[config.mk]
export PLATFORM = sky130hd
export DESIGN_NAME = fc_seq
export DESIGN_NICKNAME = d
export VERILOG_FILES = /design/src/rtl/fc_seq_pkg.sv /design/src/rtl/fc_seq_argmax.sv /design/src/rtl/fc_seq.sv
export SDC_FILE = /design/constraint.sdc
export NUM_CORES = 1
export LEC_CHECK = 0
export ABC_AREA = 1
export CAP_MARGIN = 10
export CORE_AREA = 2 2 189 191
export DETAILED_ROUTE_END_ITERATION = 6
export DIE_AREA = 0 0 191 193
export PLACE_DENSITY = 0.5
export SETUP_SLACK_MARGIN = 0.3
export SYNTH_ARGS = -nofsm -noshare
export SYNTH_HDL_FRONTEND = slang
export SYNTH_SLANG_ARGS = --single-unit
[constraint.sdc]
create_clock -name clk -period 11.8 [get_ports clk]
set_clock_uncertainty 0.05 [all_clocks]
set_input_delay 2.95 -clock clk [delete_from_list [all_inputs] [get_ports clk]]
set_output_delay 2.95 -clock clk [all_outputs]
set_load 0.05 [all_outputs]
[src/rtl/fc_seq_pkg.sv]
// Shared sizing and state encoding for the BNN fully-connected sequencer.
package fc_seq_pkg;
    localparam int DW    = 32;
    localparam int LANES = 6;
    localparam int N_IN  = 192;
    localparam int N_OUT = 10;
    localparam int WAW   = 11;
    localparam int FAW   = 5;
    localparam int TMO   = 64;
    localparam int BEATS = N_IN / LANES;
    localparam int CW    = 9;

    // Per-phase last-cycle values of the shared step counter.
    localparam logic [CW-1:0] LOAD_LAST = CW'(N_IN);
    localparam logic [CW-1:0] W_LAST    = CW'(N_IN - 1);
    localparam logic [CW-1:0] FEED_LAST = CW'(2 * BEATS - 1);
    localparam logic [CW-1:0] TMO_LAST  = CW'(TMO - 1);
    localparam logic [3:0]    N_LAST    = 4'(N_OUT - 1);

    typedef enum logic [2:0] {
        S_IDLE,
        S_LOAD_W,
        S_FEED,
        S_WAIT_OUT,
        S_DONE
    } state_t;
endpackage

[src/rtl/fc_seq_argmax.sv]
// Running signed argmax over neuron results; first result seeds, ties keep the lower index.
module fc_seq_argmax
    import fc_seq_pkg::*;
(
    input  logic                 clk,
    input  logic                 rst,
    input  logic                 clr,
    input  logic                 vld,
    input  logic [3:0]           idx,
    input  logic signed [DW-1:0] data,
    output logic [3:0]           max_idx
);
    logic signed [DW-1:0] max_val;
    logic                 have;

    always_ff @(posedge clk or posedge rst) begin
        if (rst) begin
            max_idx <= '0;
            max_val <= '0;
            have    <= 1'b0;
        end else if (clr) begin
            max_idx <= '0;
            max_val <= '0;
            have    <= 1'b0;
        end else if (vld && (!have || data > max_val)) begin
            max_idx <= idx;
            max_val <= data;
            have    <= 1'b1;
        end
    end
endmodule

[src/rtl/fc_seq.sv]
// Sequencer for the BNN fc unit: weight load, gapped feature streaming, result capture, argmax.
module fc_seq
    import fc_seq_pkg::*;
(
    input  logic                  clk,
    input  logic                  rst,
    input  logic                  start,
    output logic                  busy,
    output logic                  done,
    output logic                  err,
    output logic [WAW-1:0]        w_addr,
    input  logic                  w_bit,
    output logic                  f_rd,
    output logic [FAW-1:0]        f_addr,
    input  logic [LANES*DW-1:0]   f_data,
    output logic                  fc_weight,
    output logic                  fc_weight_en,
    output logic                  fc_ivalid,
    output logic [LANES*DW-1:0]   fc_din,
    input  logic                  fc_ovalid,
    input  logic [DW-1:0]         fc_dout,
    output logic                  res_valid,
    output logic [3:0]            res_idx,
    output logic [DW-1:0]         res_data,
    output logic                  class_valid,
    output logic [3:0]            class_out
);
    state_t        state;
    logic [CW-1:0] cnt;
    logic [3:0]    n;
    logic          start_ok;

    assign start_ok  = (state == S_IDLE) && start;
    assign fc_weight = fc_weight_en & w_bit;
    assign fc_din    = f_data;

    // Outputs are loaded one edge ahead so each reflects the phase cycle it belongs to.
    always_ff @(posedge clk or posedge rst) begin
        if (rst) begin
            state        <= S_IDLE;
            cnt          <= '0;
            n            <= '0;
            busy         <= 1'b0;
            done         <= 1'b0;
            err          <= 1'b0;
            w_addr       <= '0;
            fc_weight_en <= 1'b0;
            f_rd         <= 1'b0;
            f_addr       <= '0;
            fc_ivalid    <= 1'b0;
            res_valid    <= 1'b0;
            res_idx      <= '0;
            res_data     <= '0;
            class_valid  <= 1'b0;
        end else begin
            done        <= 1'b0;
            class_valid <= 1'b0;
            res_valid   <= 1'b0;
            case (state)
                S_IDLE: begin
                    if (start) begin
                        state  <= S_LOAD_W;
                        busy   <= 1'b1;
                        err    <= 1'b0;
                        cnt    <= '0;
                        n      <= '0;
                        w_addr <= '0;
                    end
                end
                S_LOAD_W: begin
                    if (cnt == LOAD_LAST) begin
                        state        <= S_FEED;
                        cnt          <= '0;
                        fc_weight_en <= 1'b0;
                        f_rd         <= 1'b1;
                        f_addr       <= '0;
                    end else begin
                        cnt          <= cnt + 1'b1;
                        fc_weight_en <= 1'b1;
                        if (cnt != W_LAST)
                            w_addr <= w_addr + 1'b1;
                    end
                end
                S_FEED: begin
                    // Even cycles read the buffer, odd cycles present the beat to fc.
                    if (cnt == FEED_LAST) begin
                        state     <= S_WAIT_OUT;
                        cnt       <= '0;
                        f_rd      <= 1'b0;
                        fc_ivalid <= 1'b0;
                    end else begin
                        cnt       <= cnt + 1'b1;
                        f_rd      <= cnt[0];
                        fc_ivalid <= ~cnt[0];
                        if (cnt[0])
                            f_addr <= f_addr + 1'b1;
                    end
                end
                S_WAIT_OUT: begin
                    if (res_valid) begin
                        if (n == N_LAST) begin
                            state       <= S_DONE;
                            done        <= 1'b1;
                            class_valid <= 1'b1;
                        end else begin
                            state  <= S_LOAD_W;
                            n      <= n + 1'b1;
                            cnt    <= '0;
                            w_addr <= w_addr + 1'b1;
                        end
                    end else if (fc_ovalid) begin
                        res_valid <= 1'b1;
                        res_idx   <= n;
                        res_data  <= fc_dout;
                    end else if (cnt == TMO_LAST) begin
                        state <= S_DONE;
                        done  <= 1'b1;
                        err   <= 1'b1;
                    end else begin
                        cnt <= cnt + 1'b1;
                    end
                end
                S_DONE: begin
                    state <= S_IDLE;
                    busy  <= 1'b0;
                end
                default: state <= S_IDLE;
            endcase
        end
    end

    fc_seq_argmax u_argmax (
        .clk     (clk),
        .rst     (rst),
        .clr     (start_ok),
        .vld     (res_valid),
        .idx     (res_idx),
        .data    (res_data),
        .max_idx (class_out)
    );
endmodule

==> flow_summary.json <==
{
  "drc": 0,
  "clk_latency_ps": 430,
  "hold-worst-slack_ps": 446,
  "dr.pass1.iters": 4,
  "postSynthAreaPerCell_um2": 8.43,
  "grt_remaining_overflow": 0,
  "synth_ff_type": "dfrtp_1",
  "clockBufferDepth": 2,
  "cts-buffers-inserted": 17,
  "via_per_inst": 4.11,
  "setup_viol": 0,
  "clk_pin_slew_worst_paths_ps": 50,
  "status": "finished clean",
  "ys_async_sr_fraction_pct": 100,
  "multiInputGateArea_um2": 2850,
  "hp-start": "u_argmax.max_val[25]",
  "crit_buf_inv": 3,
  "power_density_nw_per_um2": 279,
  "reg2reg_depth": 12,
  "slew_headroom_pct": 28.0,
  "power.leakage_nw": 3.77,
  "n_antenna_cell": 0,
  "antenna_found_initial": 0,
  "cts_hold_buf": 0,
  "num_vias": 5264,
  "worstPathArrival_ps": 4280,
  "pwr-share-seq_pct": 28.3,
  "drtIter0Drc": 212,
  "synthToLayoutAreaGrowth_pct": 7.48,
  "power.share.combinational_pct": 49.6,
  "cts_sinks": 113,
  "die_y_um": 193,
  "path_cells": "clkdlybuf4s50_1 -> nand2_1 -> inv_1 -> clkdlybuf4s50_1",
  "gr-usage-met3_pct": 4.38,
  "r2r_start": "res_data[31]",
  "r2r-end": "u_argmax.max_val[25]",
  "drive_above_1_share_pct": 12.0,
  "crit_path_end_kind": "primary output",
  "met2_usage_pct": 16.6,
  "postSynthCellCount": 903,
  "ys_seq_area_share_pct": 37.1,
  "path_max_fanout": 1,
  "peakVddDrop_v": 0.000124,
  "synth_seq_cells": 113,
  "worstSetupPathType": "input port to primary output",
  "crit_required_ps": 8800,
  "ant_nets": 0,
  "tns_ps": 0,
  "start_kind": "input port",
  "p_sw_share_pct": 47.2,
  "port-buffer-count": 101,
  "die_w_um": 191,
  "rsz0062_at_grt": "no",
  "crit_family": "buffers and inverters",
  "rrSetupSlack_ps": 8800,
  "p_int_mw": 1.20,
  "crit_top_cell": "clkdlybuf4s50_1",
  "fin_nets": 1074,
  "cts_setup_buffers": 0,
  "grtUsageTotal_pct": 10.7,
  "grt_max_degree": 78,
  "crit_slowest_cell": "clkdlybuf4s50_1",
  "grt_pass1_wl_um": 30000,
  "synth_edf_count": 0,
  "nFillCells": 3845,
  "cts_tree": "built",
  "routabilityCongestion": 0.722,
  "maxCapViolCount": 0,
  "worst_hold_path.endpoint": "u_argmax.max_val[25]",
  "die_area_um2": 36900,
  "ios": 486,
  "ys_warn_count": 0,
  "finalCriticalPeriod_ps": 7280,
  "hp-class": "register to register",
  "routed_wl_um": 18700,
  "final-max-slew-violation-count": 0,
  "use_met1_pct": 13.1,
  "critPathMaxStageDelay_ps": 790,
  "synth_area_um2": 7610,
  "syn_nets": 1170,
  "start_util_pct": 21.8,
  "switchingPower_mw": 1.08,
  "power_mw": 2.28,
  "cts_resized": 0,
  "grt_pass1_vias": 5285,
  "hpwlAfterDp_um": 12400,
  "fp-row-count": 69,
  "synth.distinct_cells": 48,
  "clock.fmax_ghz": 0.137,
  "coreArea_um2": 35000,
  "min_period_over_period_pct": 61.7,
  "ctsHtreeMaxLevel": 4,
  "root_buffer": "clkbuf_16",
  "seqCellArea_um2": 2830,
  "wl_per_cell_um": 14.6,
  "hold_violations": 0,
  "tightest_slew_ps": 1080,
  "whs_path_depth": 2,
  "clkPwrFrac_pct": 22.1,
  "grt-busiest-layer": "met2"
}
[sequential cells by signal (all words and copies together), names as in the netlist, 3 cells and up]
register          cells
cnt                   9
f_addr                5
n                     4
res_data             32
res_idx               4
state                 3
u_argmax.max_idx      4
u_argmax.max_val     32
w_addr               11
[cell families (layout without fill, tap and decap cells)]
logic type      count (synthesis)  in the layout  share of synthesized area, %
simple gates                  367            367                          25.2
flops                         113            113                          37.1
xor+xnor                        4              4                         0.460
fa+ha+maj                      38             38                          6.24
buf+inv                       306            222                          25.5
compound gates                 75             75                          5.47
[synthesized netlist by cell type, types with 2 or more instances]
library cell  number  area (um2)
o31ai_1            3        22.5
nor2_2             5        31.3
nand2_2            2        12.5
nor2_1            31         116
buf_12             3        60.1
nor3_1            10        50.1
o21a_1             3        22.5
dfrtp_1          113        2830
o21ai_1            2        10.0
nor4_1             2        12.5
xor2_1             3        26.3
a21oi_1           30         150
clkbuf_1          15        56.3
nand3_1           26         130
inv_1             79         297
a21o_1             2        15.0
a31oi_1            2        12.5
buf_4            196        1470
buf_2              5        25.0
ha_1              38         475
nand3_2           33         330
nor2_4             2        22.5
nand2_1          198         743
o21ai_0           27         135
nand4_1           40         250
inv_2              6        22.5
and3_1             2        12.5
nand2_4            5        56.3
[worst min-delay path, cell delays in order, from the launching register on]
cell and delay (ps):
dfrtp_1 340, nand3_1 70, nand2_1 60
[final cells by class]
cell class / count / share of cell area, %
multi-input cells: 484 / 34.8
flip-flops and latches: 113 / 34.6
repair buffers: 104 / 12.6
well taps: 461 / 7.05
clock buffers: 25 / 6.18
inverters: 87 / 4.05
clock inverters: 6 / 0.673
[stage by stage]
stage / util, % / area, um2 / worst slack, ps / std cells
floorplan: - / 7610 / 5490 / 903
detailed placement: 21.8 / 7620 / 4500 / 1249
CTS: 23.4 / 8180 / 4500 / 1280
finish: 23.4 / 8180 / 4520 / 1280
global placement: 21.8 / 7620 / 4500 / 1249
global route: 23.4 / 8180 / 4460 / 1280
[power groups by stage]
| stage | Clock, mW | Sequential (mW) | Combinational [mW] |
|---|---|---|---|
| 2_1_floorplan | 0 | 0.875 | 0.756 |
| 3_3_place_gp | 0 | 0.650 | 1.14 |
| 3_5_place_dp | 0 | 0.654 | 1.15 |
| 4_1_cts | 0.527 | 0.649 | 1.15 |
| 5_1_grt | 0.542 | 0.668 | 1.27 |
| 6_report | 0.505 | 0.646 | 1.13 |
[how the worst max path moves through the flow]
stage | slack, ps | cells past startpoint | to | from
after floorplan | 5490 | 2 | fc_weight | w_bit
after global placement | 4500 | 4 | fc_weight | w_bit
after detailed placement | 4500 | 4 | fc_weight | w_bit
after CTS | 4500 | 4 | fc_weight | w_bit
after global routing | 4460 | 4 | fc_weight | w_bit
final | 4520 | 4 | fc_weight | w_bit
[cells in the final DEF, fill, tap and decap left out, drive strengths merged, types with 4 or more instances in the layout]
cell             n
nand2          206
dfrtp          113
clkdlybuf4s50  101
inv             86
nand3           59
nand4           42
nor2            39
ha              38
a21oi           30
o21ai           30
clkbuf          25
nor3            10
clkinv           6
nor4             4
[layer usage]
layer / share of wire [%] / routed length [um]
met3: 8.0 / 1490
met5: 0 / 0
met4: 2.4 / 452
met1: 44 / 8130
met2: 46 / 8600
No activity file was read; power rests on OpenSTA's default activity.
